### src/rtl/rr_mux4_arbiter_pkg.sv
// -----------------------------------------------------------------------------
// mux_arb_pkg
// Shared definitions for the round-robin 4:1 mux arbiter:
//   - state_t  : arbiter FSM states (IDLE, GRANT)
//   - NUM_REQ  : number of requesters sharing the output channel
//   - SEL_W    : width of the mux select
//   - rr_pick  : round-robin winner selection starting at a priority pointer
// -----------------------------------------------------------------------------
package mux_arb_pkg;

    localparam int NUM_REQ = 4;
    localparam int SEL_W   = 2;

    typedef enum logic {
        IDLE  = 1'b0,
        GRANT = 1'b1
    } state_t;

    // Returns the first requester with its bit set, scanning ptr, ptr+1, ...
    // modulo NUM_REQ. The scan runs from the farthest candidate back to ptr,
    // so the closest hit is the last one assigned. With no request it returns
    // ptr; callers only use the result when at least one bit is set.
    function automatic logic [SEL_W-1:0] rr_pick(
        input logic [NUM_REQ-1:0] req,
        input logic [SEL_W-1:0]   ptr
    );
        logic [SEL_W-1:0] idx;
        rr_pick = ptr;
        for (int k = NUM_REQ - 1; k >= 0; k--) begin
            idx = ptr + SEL_W'(k);
            if (req[idx]) begin
                rr_pick = idx;
            end
        end
    endfunction

endpackage

### src/rtl/rr_mux4_arbiter_if.sv
// -----------------------------------------------------------------------------
// rr_mux4_arbiter_if
// Bundles the requester side and the downstream side of the shared channel.
//   req       : requester i has a beat valid on in_data/in_last
//   in_data   : requester i occupies bits [i*WIDTH +: WIDTH]
//   in_last   : final beat of requester i's packet
//   in_ready  : one-hot accept back to the granted requester
//   out_valid : muxed beat valid
//   out_data  : muxed beat data
//   out_last  : muxed last flag
//   out_ready : downstream accepts the beat
//   sel       : current mux select (0..3)
//   busy      : arbiter is in GRANT
// Modports: slave = the arbiter, master = the environment around it.
// -----------------------------------------------------------------------------
interface rr_mux4_arbiter_if
    import mux_arb_pkg::*;
#(
    parameter int WIDTH = 8
) ();

    logic [NUM_REQ-1:0]       req;
    logic [NUM_REQ*WIDTH-1:0] in_data;
    logic [NUM_REQ-1:0]       in_last;
    logic [NUM_REQ-1:0]       in_ready;
    logic                     out_valid;
    logic [WIDTH-1:0]         out_data;
    logic                     out_last;
    logic                     out_ready;
    logic [SEL_W-1:0]         sel;
    logic                     busy;

    modport slave (
        input  req, in_data, in_last, out_ready,
        output in_ready, out_valid, out_data, out_last, sel, busy
    );

    modport master (
        output req, in_data, in_last, out_ready,
        input  in_ready, out_valid, out_data, out_last, sel, busy
    );

endinterface

### src/rtl/rr_mux4_arbiter_mux4_data.sv
// -----------------------------------------------------------------------------
// mux4_data
// Combinational W-wide 4:1 multiplexer.
//   i_data : four W-bit lanes, lane n at [n*W +: W]
//   i_sel  : lane select
//   o_data : selected lane
// -----------------------------------------------------------------------------
module mux4_data
    import mux_arb_pkg::*;
#(
    parameter int W = 8
) (
    input  logic [NUM_REQ*W-1:0] i_data,
    input  logic [SEL_W-1:0]     i_sel,
    output logic [W-1:0]         o_data
);

    assign o_data = i_data[i_sel*W +: W];

endmodule

### src/rtl/rr_mux4_arbiter.sv
// -----------------------------------------------------------------------------
// rr_mux4_arbiter
// Round-robin arbiter sharing one 4:1 multiplexed output channel between four
// packet requesters. A winner is picked in IDLE (one cycle), then its beats
// pass through combinationally until a transfer carries last, or until
// MAX_BEATS beats have been accepted in this grant (watchdog release).
//   clk : clock, rising edge
//   rst : asynchronous, active-high reset
//   bus : rr_mux4_arbiter_if.slave (requesters, downstream, sel, busy)
// -----------------------------------------------------------------------------
module rr_mux4_arbiter
    import mux_arb_pkg::*;
#(
    parameter int WIDTH     = 8,
    parameter int MAX_BEATS = 16
) (
    input  logic                  clk,
    input  logic                  rst,
    rr_mux4_arbiter_if.slave      bus
);

    localparam int CNT_W = (MAX_BEATS > 1) ? $clog2(MAX_BEATS) : 1;

    state_t             r_state, w_next_state;
    logic [SEL_W-1:0]   r_sel,   w_next_sel;
    logic [SEL_W-1:0]   r_ptr,   w_next_ptr;
    logic [CNT_W-1:0]   r_cnt,   w_next_cnt;

    logic               w_busy;
    logic               w_out_valid;
    logic               w_out_last;
    logic               w_transfer;
    logic               w_release;

    // ---------------------------------------------------------------- datapath
    mux4_data #(.W(WIDTH)) u_mux_data (
        .i_data (bus.in_data),
        .i_sel  (r_sel),
        .o_data (bus.out_data)
    );

    mux4_data #(.W(1)) u_mux_last (
        .i_data (bus.in_last),
        .i_sel  (r_sel),
        .o_data (w_out_last)
    );

    assign w_busy      = (r_state == GRANT);
    assign w_out_valid = w_busy & bus.req[r_sel];
    assign w_transfer  = w_out_valid & bus.out_ready;
    // Release on the packet's last beat, or when this beat fills the budget.
    assign w_release   = w_transfer &
                         (w_out_last | (r_cnt == CNT_W'(MAX_BEATS - 1)));

    assign bus.out_valid = w_out_valid;
    assign bus.out_last  = w_out_last;
    assign bus.sel       = r_sel;
    assign bus.busy      = w_busy;
    // in_ready follows out_ready for the granted lane even if it is not
    // requesting, so the requester sees a plain pass-through of the channel.
    assign bus.in_ready  = (w_busy & bus.out_ready) ? (NUM_REQ'(1) << r_sel)
                                                    : '0;

    // ------------------------------------------------------------ state regs
    always_ff @(posedge clk or posedge rst) begin
        if (rst) begin
            r_state <= IDLE;
            r_sel   <= '0;
            r_ptr   <= '0;
            r_cnt   <= '0;
        end else begin
            // NOTE: non-blocking so every register samples pre-edge values.
            r_state <= w_next_state;
            r_sel   <= w_next_sel;
            r_ptr   <= w_next_ptr;
            r_cnt   <= w_next_cnt;
        end
    end

    // ------------------------------------------------------------ next state
    always_comb begin
        // NOTE: hold-by-default on every output keeps this block latch-free.
        w_next_state = r_state;
        w_next_sel   = r_sel;
        w_next_ptr   = r_ptr;
        w_next_cnt   = r_cnt;

        unique case (r_state)
            IDLE: begin
                if (|bus.req) begin
                    w_next_state = GRANT;
                    w_next_sel   = rr_pick(bus.req, r_ptr);
                    w_next_cnt   = '0;
                end
            end
            GRANT: begin
                // Only accepted beats count; idle cycles inside a grant do not.
                if (w_transfer) begin
                    w_next_cnt = r_cnt + 1'b1;
                end
                if (w_release) begin
                    w_next_state = IDLE;
                    w_next_ptr   = r_sel + 1'b1;
                    w_next_cnt   = '0;
                end
            end
            default: begin
                w_next_state = IDLE;
            end
        endcase
    end

endmodule

### src/flat_wrapper.sv
// flat-port wrapper written by rule: the top's interface ports become plain ports
module rr_mux4_arbiter_flat import mux_arb_pkg::*;
#(
    parameter int WIDTH     = 8,
    parameter int MAX_BEATS = 16
)
  (clk, rst, bus_req, bus_in_data, bus_in_last, bus_out_ready, bus_in_ready, bus_out_valid, bus_out_data, bus_out_last, bus_sel, bus_busy);
  rr_mux4_arbiter_if #(.WIDTH(WIDTH)) bus_i ();
  input  logic clk;
  input  logic rst;
  input wire logic [$bits(bus_i.req)-1:0] bus_req;
  input wire logic [$bits(bus_i.in_data)-1:0] bus_in_data;
  input wire logic [$bits(bus_i.in_last)-1:0] bus_in_last;
  input wire logic [$bits(bus_i.out_ready)-1:0] bus_out_ready;
  output wire logic [$bits(bus_i.in_ready)-1:0] bus_in_ready;
  output wire logic [$bits(bus_i.out_valid)-1:0] bus_out_valid;
  output wire logic [$bits(bus_i.out_data)-1:0] bus_out_data;
  output wire logic [$bits(bus_i.out_last)-1:0] bus_out_last;
  output wire logic [$bits(bus_i.sel)-1:0] bus_sel;
  output wire logic [$bits(bus_i.busy)-1:0] bus_busy;
  assign bus_i.req = bus_req;
  assign bus_i.in_data = bus_in_data;
  assign bus_i.in_last = bus_in_last;
  assign bus_i.out_ready = bus_out_ready;
  assign bus_in_ready = bus_i.in_ready;
  assign bus_out_valid = bus_i.out_valid;
  assign bus_out_data = bus_i.out_data;
  assign bus_out_last = bus_i.out_last;
  assign bus_sel = bus_i.sel;
  assign bus_busy = bus_i.busy;
  rr_mux4_arbiter #(.WIDTH(WIDTH), .MAX_BEATS(MAX_BEATS)) u_core (.clk(clk), .rst(rst), .bus(bus_i));
endmodule
### config.mk
export PLATFORM = sky130hd
export DESIGN_NAME = rr_mux4_arbiter_flat
export DESIGN_NICKNAME = d
export VERILOG_FILES = /design/src/rtl/rr_mux4_arbiter_pkg.sv /design/src/rtl/rr_mux4_arbiter_if.sv /design/src/rtl/rr_mux4_arbiter_mux4_data.sv /design/src/rtl/rr_mux4_arbiter.sv /design/src/flat_wrapper.sv
export SDC_FILE = /design/constraint.sdc
export NUM_CORES = 1
export LEC_CHECK = 0
export BUFFER_PORTS_ARGS = -buffer_cell sky130_fd_sc_hd__buf_4
export CAP_MARGIN = 10
export CORE_MARGIN = 8
export CORE_UTILIZATION = 41
export CTS_CLUSTER_SIZE = 10
export DETAILED_ROUTE_END_ITERATION = 16
export PLACE_DENSITY = 0.79
export SYNTH_ARGS = -nofsm -noshare
export SYNTH_HDL_FRONTEND = slang
export SYNTH_SLANG_ARGS = --single-unit
### constraint.sdc
create_clock -name clk -period 1.9 [get_ports clk]
set_input_delay 0.19 -clock clk [delete_from_list [all_inputs] [get_ports clk]]
set_output_delay 0.19 -clock clk [all_outputs]
set_load 0.01 [all_outputs]
Word level (Yosys, flattened, before mapping)
Index checks and enable logic that the tools add are counted.

Flip-flop bits (word level): 9. Output and inout port bits: 17. Word-level logic and storage cells: 52.

Equal/unequal tests: 3. Add/subtract/negate cells: 5. Magnitude comparators: 5. Bitwise operators: 6. Reduce and logical (&&, ||, !) cells: 4. Multiplexer cells: 22. Shift-type cells: 3.

Operator list (number): indexed part select 32 x 6 -> 8 bit (1); two-way mux 4 bit (4); < comparator 2 x 3 -> 1 bit (second input constant) (5); binary-select mux 1 bit (select 2 bit) (5); two-way mux 2 bit (4); one-hot mux 4 bit (2 select lines) (1); two-way mux 1 bit (7); AND reduction 2 bit (3); adder 2 x 1 -> 2 bit (second input constant) (2); adder 2 bit (second input constant) (2); adder 4 x 1 -> 4 bit (second input constant) (1); AND 1 bit (4); == test 4 bit (second input constant) (1); OR reduction 4 bit (1); indexed part select 4 x 3 -> 1 bit (1); << shifter 1 x 2 -> 4 bit (first input constant) (1); != test 3 bit (second input constant) (1); != test 2 x 1 -> 1 bit (second input constant) (1); one-hot mux 1 bit (2 select lines) (1); NOT 1 bit (1); OR 1 bit (1).

Logic depth before layout (Yosys ltp)
Gate-level depths: netlist of the first run.

Depth in word-level cells: 7. Mapped depth: 5.

Hierarchy
A second synthesis of the first run with hierarchy kept.

Cells, all modules: 73. Area, all modules: 832.0 um^2.

Modules (own cells, without submodules): rr_mux4_arbiter (area each 613.1 um^2, cells an instance 62, seq. area each 225.2 um^2, instances 1); mux4_data at u_core.u_mux_data (area each 196.4 um^2, cells an instance 10, seq. area each 0.0 um^2, instances 1); mux4_data at u_core.u_mux_last (area each 22.5 um^2, cells an instance 1, seq. area each 0.0 um^2, instances 1).

Worst setup path before layout of the first run
OpenSTA, ideal clock, no wires.

Path kind: register -> register. From: register u_core.r_sel[0], in the netlist u_core.bus.sel[0]. To: register u_core.r_ptr[1]. Buffers on the path: 0. Required time: 1.775 ns. Setup time: 0.125 ns. Stages on the path, launching flop included: 5. Clock period less this slack: 1.835 ns. Data arrival time: 1.710 ns. Slack: 0.065 ns. Path through: dfrtp_1 mux4_2 a31oi_2 nor2_1 mux2_4.

Elaborated cells on any way between the ends: 9. Those cells by class: add/sub (1); shift (1); mux (2); bitwise (4); reduce/logical (1).

RTL lines: from (decl) (RTL line rr_mux4_arbiter.sv:25) `logic [SEL_W-1:0] r_sel, w_next_sel;`; from (signal assigned) (RTL line rr_mux4_arbiter.sv:74) `r_sel <= w_next_sel;`; indexed part select 4 x 3 -> 1 bit (RTL line rr_mux4_arbiter_mux4_data.sv:18) `assign o_data = i_data[i_sel*W +: W];`; via bus_out_last (RTL line flat_wrapper.sv:18) `output wire logic [$bits(bus_i.out_last)-1:0] bus_out_last;`; OR 1 bit (RTL line rr_mux4_arbiter.sv:53) `(w_out_last | (r_cnt == CNT_W'(MAX_BEATS - 1)));`; AND 1 bit (RTL line rr_mux4_arbiter.sv:52) `assign w_release = w_transfer &`; AND reduction 2 bit (no line); to (signal assigned) (RTL line rr_mux4_arbiter.sv:75) `r_ptr <= w_next_ptr;`; to (decl) (RTL line rr_mux4_arbiter.sv:26) `logic [SEL_W-1:0] r_ptr, w_next_ptr;`.

The timed path passes the listed nets, and every way through them passes these cells. The select of a mux whose other input is x is not followed. A chain may end at the register's enable or synchronous reset.

Final worst setup path of the first run
From: register u_core.r_sel[0], in the netlist u_core.bus.sel[0]. To: output bus_out_valid.

Cells in the longest elaborated chain, start to end: 3.

Ends and longest elaborated chain: binary-select mux 1 bit (select 2 bit) (RTL line rr_mux4_arbiter.sv:49) `assign w_out_valid = w_busy & bus.req[r_sel];`; two-way mux 1 bit (implied by the code) (RTL line rr_mux4_arbiter.sv:49); AND 1 bit (RTL line rr_mux4_arbiter.sv:49); to (decl) (RTL line flat_wrapper.sv:16) `output wire logic [$bits(bus_i.out_valid)-1:0] bus_out_valid;`.

Every way passes these cells. The select of a mux whose other input is x is not followed.

==> qor.yml, run 1 <==
pwr:
  power_density_nw_per_um2: 1240
  power_leakage_nw: 0.703
  seqPwrFrac_pct: 21.7
  pwr-share-clk_pct: 8.3
  switching_share_pct: 40.7
  combPwrFrac_pct: 70.0
  internal-power_w: 0.00105
  switching_power_w: 0.000720
  ir_worst_vdd_mv: 0.755
global_routing:
  grt_max_degree: 12
  antenna_found_initial: 0
  grt_pass1_vias: 1025
  overflow: 0
  track_usage_pct: 15.8
  grt_pass1_wl_um: 5210
clocking:
  clock_latency_ns: 0.26
  cts-root-buf: "clkbuf_4"
  clock_sinks: 9
  cts_max_level: 1
  tritoncts: "yes"
  numCtsBuffers: 3
  post-cts-setup-buffers: 0
  clkSlewWorstSetupHoldPaths_ns: 0.06
  clk_path_buf_depth: 2
worst_setup_path:
  worstPathCellList: "mux2_2 -> mux2_2 -> and2_1 -> buf_4"
  path_max_fanout: 6
  path_class: "reg -> out"
  cp-start-kind: "register"
  slowest_delay_ns: 0.43
  slowest_stage: "dfrtp_2"
  crit_top_cell: "mux2_2"
  end_kind: "primary output"
  crit_required_ns: 1.71
  cp.arrival_ns: 1.63
timing:
  setup_tns_ns: 0
  setup_violations: 0
  rsz0062_at_grt: "no"
  final_max_slew_viol_count: 0
  fmax_mhz: 551
  hold_viol: 0
  period_needed_ns: 1.82
  fin_crit_sh_pct: 95.6
  tightest_slew_ns: 0.487
  max_slew_margin_pct: 67.4
  hold_ws_ns: 0.299
  fin_skew_ns: 0.00529
  setup_slack_ns: 0.0838
floorplanning:
  die_w_um: 62.6
  io_pins: 60
  rows: 17
  die_area_um2: 3920
  core_um2: 2130
  die_h_um: 62.6
  initial_utilization_pct: 41.9
min_path:
  min_path_type: "in -> reg"
detailed_routing:
  vias: 984
  dr.pass1.iters: 4
  wl_per_cell_um: 17.6
  post-route-drc-count: 0
  wirelength_um: 3160
  avgViaCountPerCell: 5.50
  ant_nets: 0
  first_iter_violations: 36
logic_synthesis:
  ys_types: 34
  yosys_warnings: 0
  synth_top_area_share_pct: 25.3
  synthesis.nets: 133
  syn_area_um2: 891
  ys_seq_area_share_pct: 25.3
  yosysTopAreaCell: "dfrtp_1"
  avgSynthCellArea_um2: 10.5
  ys_ff_latch: 9
  synth_area_leaders: "dfrtp_1, mux4_2, ha_1"
  syn_inst: 85
place:
  portBuffers: 59
  place_inst: 174
  dp_hpwl_um: 2660
  routabilityCongestion: 0.817
  place_ws_ns: 0.112
cells_and_area:
  fin_nets: 200
  instances_no_fill: 179
  area.growth.synth_to_final_pct: 60.7
  final_cell_mix: "buf_4, mux4_2, dfrtp_1"
  fill_cells: 178
  mostFrequentLayoutCell: "buf_4"
  drive_gt1_share_pct: 54.3
  diodes: 0
run:
  drv_cap: 0
outcome:
  status: "complete, no violations"
==> worst paths after layout <==
check                             startpoint                end  slack, ns  cells past startpoint
min reg2reg                  u_core.r_ptr[0]    u_core.r_ptr[0]       0.58                      2
max reg2reg                u_core.bus.sel[0]    u_core.r_ptr[1]       0.14                      4
max                        u_core.bus.sel[0]      bus_out_valid       0.08                      4
min in group asynchronous                rst    u_core.r_cnt[2]       0.45                      3
max in group asynchronous                rst  u_core.bus.sel[0]       1.16                      3
min                               bus_req[2]    u_core.bus.busy       0.30                      3
==> kinds of logic (layout without fill, tap and decap cells) <==
logic type               after synthesis  after routing  share of synthesized area (%)
AND/OR/NAND/NOR                       26             26                           16.4
AO/OA/AOI/OAI                         21             21                           16.2
multiplexers                          16             16                           31.6
flip-flops                             9              9                           25.3
buffers and inverters                  8             74                           3.51
adder cells (fa/ha/maj)                5              5                           7.02
==> metrics by stage <==
step | utilization [%] | power, W | area, µm²
5_1_grt | 67.3 | 0.00191 | 1430
3_5_place_dp | 65.5 | 0.00162 | 1390
2_1_floorplan | - | 0.00110 | 891
4_1_cts | 67.2 | 0.00178 | 1430
3_3_place_gp | 65.5 | 0.00158 | 1390
6_report | 67.3 | 0.00177 | 1430
==> metal layers <==
metal	part of all wire (%)	wire (µm)	track usage (%)	vias up
met5	0	0	0	-
met4	0.19	6	2.56	0
met1	43	1360	19.2	455
li1	-	-	-	466
met3	10	319	5.56	2
met2	47	1470	26.5	61
==> repair_timing <==
item,CTS,global route
hold buffers,1,0
setup endpoints to repair,0,11
resized for setup,0,1
endpoints found under the hold margin,9,0
==> registers in the layout, indices dropped and copies added (netlist names) <==
| signal | count |
|---|---|
| u_core.r_cnt | 4 |
| u_core.bus.sel | 2 |
| u_core.r_ptr | 2 |
| u_core.bus.busy | 1 |
==> power groups by stage <==
stage / clock network [W] / registers, W / logic [W]
5_1_grt: 0.000158 / 0.000398 / 0.00135
2_1_floorplan: 0 / 0.000374 / 0.000729
4_1_cts: 0.000149 / 0.000380 / 0.00125
3_3_place_gp: 0 / 0.000375 / 0.00121
6_report: 0.000147 / 0.000384 / 0.00124
3_5_place_dp: 0 / 0.000383 / 0.00124
==> synthesized netlist by cell type <==
cell and number:
mux4_2 9, ha_1 5, mux2_2 3, clkbuf_1 1, a32o_1 1, a211o_1 1, buf_1 1, o22ai_1 2
a31oi_2 1, and3b_1 1, nand2_1 2, mux2_4 1, nand2b_1 1, nor3b_1 1, o21ai_0 4, nor4_1 1
nand4_1 1, and3_1 5, a21o_1 1, mux2i_1 3, nand3_1 2, a21oi_1 4, a22oi_1 1, nor2b_1 3
and2_1 1, nor4b_1 1, o21ai_1 2, dfrtp_1 9, buf_2 1, inv_1 5, a22o_1 2, o221ai_1 2
nor2_1 6, or3_1 1
==> cell type report <==
type | instances | area, µm² | area share, %
inverters | 5 | 18.8 | 1.31
repair buffers | 65 | 490 | 34.3
multi-input cells | 68 | 634 | 44.3
clock buffers | 4 | 26.3 | 1.84
well taps | 28 | 35.0 | 2.45
flip-flops and latches | 9 | 226 | 15.8
==> worst max-delay path: cells and delay by family, from the launching register on <==
kind | cells | cell delay, ns
flip-flops | 1 | 0.43
AND/OR/NAND/NOR | 1 | 0.16
multiplexers | 2 | 0.64
buffers and inverters | 1 | 0.14
Note: power is estimated with default switching activity, not from simulation.
==> run 2, diff against run 1 <==
CELL_PAD_IN_SITES_DETAIL_PLACEMENT = 0   (was default)
CELL_PAD_IN_SITES_GLOBAL_PLACEMENT = 2   (was default)
CORE_ASPECT_RATIO = 0.5   (was default)
CORE_UTILIZATION = 22   (was 41)
CTS_BUF_LIST = sky130_fd_sc_hd__clkbuf_16   (was default)
PLACE_DENSITY = default   (was 0.79)
PLACE_DENSITY_LB_ADDON = 0.1   (was default)
==> run 2 against run 1 <==
Compared with the run above: global-route usage shrank 5.4 points; die area grew 65%; first-iteration DRC count shrank 58%; design area grew 6.2%; clock power grew to 2.5 times the previous value; final cell count grew 15%; clock-buffer cell count shrank 1; critical endpoint unchanged; largest cell class unchanged.
==> qor.yml, run 2 (synthesis results as in run 1) <==
cells_and_area:
  area.growth.synth_to_final_pct: 70.6  # was 60.7%
  largest_register: "u_core.r_cnt"  # unchanged
  mostFrequentLayoutCell: "buf_4"  # unchanged
  largest_reg_flops: 4  # unchanged
  diodes: 0  # unchanged
  final_cell_mix: "buf_4, mux4_2, dfrtp_1"  # unchanged
  fin_nets: 200  # unchanged
  drive_gt1_share_pct: 54.3  # unchanged
  postLayoutCellArea_um2: 1520  # was 1430 µm²
  fill_cells: 390  # was 178
floorplanning:
  die_w_um: 106  # was 62.6 µm
  die_h_um: 61.0  # was 62.6 µm
  rows: 16  # was 17
  core_um2: 3900  # was 2130 µm²
  die_area_um2: 6460  # was 3920 µm²
  initial_utilization_pct: 22.8  # was 41.9%
  io_pins: 60  # unchanged
global_routing:
  antenna_found_initial: 0  # unchanged
  met2_usage_pct: 16.2  # was 26.5%
  grt_pass1_wl_um: 5200  # was 5210 µm
  grt_max_degree: 14  # was 12
  met3_usage_pct: 3.81  # was 5.56%
  grtUsageMet1_pct: 13.3  # was 19.2%
  overflow: 0  # unchanged
  grt_busiest_layer: "met2"  # unchanged
  grt_pass1_vias: 948  # was 1,025
  track_usage_pct: 10.4  # was 15.8%
timing:
  hold_ws_ns: 0.323  # was 0.299 ns
  max_slew_margin_pct: 65.2  # was 67.4%
  tightest_slew_ns: 0.517  # was 0.487 ns
  final_max_slew_viol_count: 0  # unchanged
  period_needed_ns: 1.79  # was 1.82 ns
  fin_skew_ns: 0.000596  # was 0.00529 ns
  rsz0062_at_grt: "no"  # unchanged
  fmax_mhz: 558  # was 551 MHz
  fin_crit_sh_pct: 94.3  # was 95.6%
  setup_violations: 0  # unchanged
  setup_tns_ns: 0  # unchanged
  hold_viol: 0  # unchanged
worst_setup_path:
  cp-start-kind: "register"  # unchanged
  slowest_stage: "dfrtp_2"  # unchanged
  crit_top_cell: "mux2_2"  # unchanged
  critPathTopFamily: "multiplexers"  # unchanged
  cp.arrival_ns: 1.60  # was 1.63 ns
  path_class: "reg -> out"  # unchanged
  slowest_delay_ns: 0.41  # was 0.43 ns
  crit_required_ns: 1.71  # about the same
  path_max_fanout: 5  # was 6
  end_kind: "primary output"  # unchanged
  cp.buffers_inverters: 1  # unchanged
  worstPathCellList: "mux2_2 -> mux2_2 -> and2_1 -> buf_4"  # unchanged
place:
  routabilityCongestion: 0.769  # was 0.817
  portBuffers: 59  # unchanged
  dp_hpwl_um: 2750  # was 2660 µm
  placed_area_um2: 1430  # was 1390 µm²
pwr:
  power_leakage_nw: 0.731  # was 0.703 nW
  ir_worst_vdd_mv: 0.347  # was 0.755 mV
  power_density_nw_per_um2: 1320  # was 1240 nW/µm²
min_path:
  min_path_type: "in -> reg"  # unchanged
clocking:
  clkSlewWorstSetupHoldPaths_ns: 0.04  # was 0.06 ns
  numCtsBuffers: 3  # unchanged
  clock_sinks: 9  # unchanged
  clock_latency_ns: 0.23  # was 0.26 ns
  clk_path_buf_depth: 2  # unchanged
  cts-root-buf: "clkbuf_16"  # was clkbuf_4
  cts_max_level: 1  # unchanged
  tritoncts: "yes"  # unchanged
detailed_routing:
  vias: 993  # was 984
  avgViaCountPerCell: 4.84  # was 5.50
  post-route-drc-count: 0  # unchanged
  dr.pass1.iters: 4  # unchanged
  ant_nets: 0  # unchanged
  first_iter_violations: 15  # was 36
  wl_per_cell_um: 16.5  # was 17.6 µm
  wirelength_um: 3390  # was 3160 µm
outcome:
  status: "complete, no violations"  # unchanged
run:
  drv_cap: 0  # unchanged
run 2: area by class of cell:
| class | instances | area [µm²] | share of cell area, % |
|---|---|---|---|
| multi-input cells | 68 | 634 | 41.7 |
| clock buffers | 3 | 75.1 | 4.94 |
| flip-flops and latches | 9 | 226 | 14.9 |
| well taps | 54 | 67.6 | 4.44 |
| inverters | 5 | 18.8 | 1.23 |
| repair buffers | 65 | 494 | 32.5 |
| clock inverters | 1 | 3.75 | 0.247 |
run 2: stage by stage:
stage / setup slack, ns / power, W / util [%] / cells
after global placement: 0.179 / 0.00165 / 36.5 / 200
final: 0.108 / 0.00200 / 38.9 / 205
after floorplan: 0.0649 / 0.00110 / - / 85
after detailed placement: 0.147 / 0.00164 / 36.5 / 200
after global routing: 0.0353 / 0.00217 / 38.9 / 205
after CTS: 0.0429 / 0.00202 / 38.8 / 205
run 2: worst paths after layout:
kind / start / end / slack, ns / cells past startpoint
setup / recovery: u_core.bus.sel[0] / bus_out_valid / 0.11 / 4
hold reg to reg: u_core.bus.sel[0] / u_core.r_ptr[0] / 0.55 / 1
min in group asynchronous: rst / u_core.r_cnt[0] / 0.50 / 3
setup reg to reg: u_core.bus.sel[0] / u_core.r_ptr[1] / 0.17 / 4
max in group asynchronous: rst / u_core.bus.sel[0] / 1.11 / 3
hold / removal: bus_req[2] / u_core.bus.busy / 0.32 / 3
run 2: power by group:
group	switching (W)	total (W)	internal, W
clock	0.0000955	0.000371	0.000275
sequential	0.000106	0.000379	0.000273
combinational	0.000550	0.00125	0.000700
total	0.000752	0.00200	0.00125
run 2: what timing repair did:
action	CTS	global route
hold buffers	1	0
endpoints found under the hold margin	9	0
setup buffers	0	0
endpoints found under the setup margin	0	9
resized for setup	0	2
run 2: routing by layer:
layer  vias up  share of wire [%]
met5         -                  0
li1        469                  -
met3         4                8.5
met4         0               0.65
met1       475                 49
met2        45                 42
run 2: worst reg2reg max path, cell delays in order (launching register included):
cell	delay (ns)
dfrtp_2	0.41
mux4_2	0.58
a31oi_2	0.19
nor2_1	0.12
mux2_4	0.31
==> run 3, diff against run 2 <==
CORE_ASPECT_RATIO = default   (was 0.5)
==> run 3 against run 2 <==
Compared with the run above: non-clock buffer count down 1; sequential power rose by 3%; clock power about the same; largest cell class unchanged; global-route usage up 0.21 points; critical path type unchanged; clock skew rose by 0.0043 ns; hold slack got worse by 0.011 ns; routed wire length decreased by 3.9%; sequential share of layout area rose by 0.12 points; combinational power is essentially flat; total power about the same; design area decreased by 0.82%.
==> qor.yml, run 3 (synthesis results as in run 1) <==
pwr:
  power_leakage_nw: 0.727  # was 0.731 nW
  power_density_nw_per_um2: 1330  # was 1320 nW/µm²
  switching_power_w: 0.000757  # was 0.000752 W
  combPwrFrac_pct: 62.1  # was 62.5%
  switching_share_pct: 37.9  # was 37.6%
  total_power_w: 0.00200  # about the same
  pwr-share-clk_pct: 18.4  # was 18.5%
  ir_worst_vdd_mv: 0.842  # was 0.347 mV
  internal-power_w: 0.00124  # was 0.00125 W
  seqPwrFrac_pct: 19.5  # was 18.9%
detailed_routing:
  dr.pass1.iters: 4  # unchanged
  avgViaCountPerCell: 4.76  # was 4.84
  vias: 952  # was 993
  wirelength_um: 3260  # was 3390 µm
  ant_nets: 0  # unchanged
  first_iter_violations: 18  # was 15
  post-route-drc-count: 0  # unchanged
  wl_per_cell_um: 16.3  # was 16.5 µm
outcome:
  status: "complete, no violations"  # unchanged
clocking:
  clock_sinks: 9  # unchanged
  clock_latency_ns: 0.24  # was 0.23 ns
  cts_max_level: 1  # unchanged
  tritoncts: "yes"  # unchanged
  clkSlewWorstSetupHoldPaths_ns: 0.04  # about the same
  numCtsBuffers: 3  # unchanged
  post-cts-setup-buffers: 0  # unchanged
  cts-root-buf: "clkbuf_16"  # unchanged
  clk_path_buf_depth: 2  # unchanged
global_routing:
  grt_pass1_wl_um: 5310  # was 5200 µm
  overflow: 0  # unchanged
  grt_max_degree: 13  # was 14
  track_usage_pct: 10.6  # was 10.4%
  antenna_found_initial: 0  # unchanged
  grt_pass1_vias: 1074  # was 948
cells_and_area:
  diodes: 0  # unchanged
  fill_cells: 405  # was 390
  final_cell_mix: "buf_4, mux4_2, dfrtp_1"  # unchanged
  largest_register: "u_core.r_cnt"  # unchanged
  mostFrequentLayoutCell: "buf_4"  # unchanged
  final_util_pct: 38.2  # was 38.9%
  fin_nets: 199  # was 200
  area.growth.synth_to_final_pct: 69.2  # was 70.6%
  largest_reg_flops: 4  # unchanged
  drive_gt1_share_pct: 54.0  # was 54.3%
timing:
  hold_viol: 0  # unchanged
  tightest_slew_ns: 0.467  # was 0.517 ns
  fin_crit_sh_pct: 94.8  # was 94.3%
  fin_skew_ns: 0.00487  # was 0.000596 ns
  rsz0062_at_grt: "no"  # unchanged
  setup_tns_ns: 0  # unchanged
  setup_violations: 0  # unchanged
  max_slew_margin_pct: 68.7  # was 65.2%
  fmax_mhz: 555  # was 558 MHz
  period_needed_ns: 1.80  # was 1.79 ns
  setup_slack_ns: 0.0985  # was 0.108 ns
  hold_ws_ns: 0.311  # was 0.323 ns
  final_max_slew_viol_count: 0  # unchanged
place:
  place_ws_ns: 0.124  # was 0.147 ns
  routabilityCongestion: 0.772  # was 0.769
  dp_hpwl_um: 2710  # was 2750 µm
  portBuffers: 59  # unchanged
worst_setup_path:
  slowest_delay_ns: 0.42  # was 0.41 ns
  cp.arrival_ns: 1.61  # was 1.60 ns
  critPathTopFamily: "multiplexers"  # unchanged
  cp.buffers_inverters: 1  # unchanged
  path_max_fanout: 5  # unchanged
  end_kind: "primary output"  # unchanged
  slowest_stage: "dfrtp_2"  # unchanged
  r2r-start: "u_core.bus.sel[0]"  # unchanged
  crit_top_cell: "mux2_2"  # unchanged
  path_class: "reg -> out"  # unchanged
  worstPathCellList: "mux2_2 -> mux2_2 -> and2_1 -> buf_4"  # unchanged
  cp-start-kind: "register"  # unchanged
  crit_required_ns: 1.71  # about the same
  crit_start: "u_core.bus.sel[0]"  # unchanged
floorplanning:
  io_pins: 60  # unchanged
  initial_utilization_pct: 22.6  # was 22.8%
  die_area_um2: 6340  # was 6460 µm²
  die_h_um: 79.6  # was 61.0 µm
  die_w_um: 79.6  # was 106 µm
  rows: 23  # was 16
  core_um2: 3940  # was 3900 µm²
min_path:
  min_path_type: "in -> reg"  # unchanged
  hold_start: "bus_req[2]"  # unchanged
run:
  drv_cap: 0  # unchanged
-- run 3: worst reg2reg max path: cells and delay by family, from the launching register on --
family | cells | cell delay [ns]
multiplexers | 2 | 0.89
flip-flops | 1 | 0.42
AO/OA/AOI/OAI | 1 | 0.20
AND/OR/NAND/NOR | 1 | 0.11
-- run 3: metal layers --
layer	vias up	GRT usage (%)	part of all wire [%]
met4	0	2.22	0.28
met3	2	3.60	5.0
li1	467	-	-
met2	20	18.0	51
met1	463	12.5	44
met5	-	0	0
-- run 3: worst paths after layout --
| path | end | slack, ns | cells after the start |
|---|---|---|---|
| hold reg to reg | u_core.r_ptr[0] | 0.56 | 1 |
| hold / removal | u_core.bus.busy | 0.31 | 3 |
| max in group asynchronous | u_core.bus.sel[0] | 1.13 | 3 |
| setup reg to reg | u_core.r_ptr[1] | 0.16 | 4 |
| setup / recovery | bus_out_valid | 0.1 | 4 |
| min in group asynchronous | u_core.r_cnt[2] | 0.48 | 3 |
-- run 3: power by group through the flow --
stage	clock network [W]	logic [W]	registers (W)
after floorplan	0	0.000729	0.000374
after global placement	0	0.00125	0.000386
after detailed placement	0	0.00124	0.000391
after CTS	0.000373	0.00126	0.000389
after global routing	0.000389	0.00137	0.000416
final	0.000368	0.00124	0.000390
-- run 3: through the flow --
stage | area (µm²) | std cells
final | 1510 | 200
after global routing | 1510 | 200
after CTS | 1500 | 200
after detailed placement | 1410 | 195
after global placement | 1410 | 195
after floorplan | 891 | 85
-- run 3: area by class of cell --
type | count | area (µm²) | area share, %
timing repair buffer | 64 | 487 | 32.3
clock inverter | 1 | 3.75 | 0.249
inverter | 5 | 18.8 | 1.24
clock buffer | 3 | 75.1 | 4.98
tap | 50 | 62.6 | 4.15
sequential | 9 | 226 | 15.0
multi-input combinational | 68 | 634 | 42.1
-- run 3: repair_timing --
action,CTS,global route
hold buffers,1,0
endpoints found under the hold margin,9,0
resized for setup,0,2
setup endpoints to repair,0,10
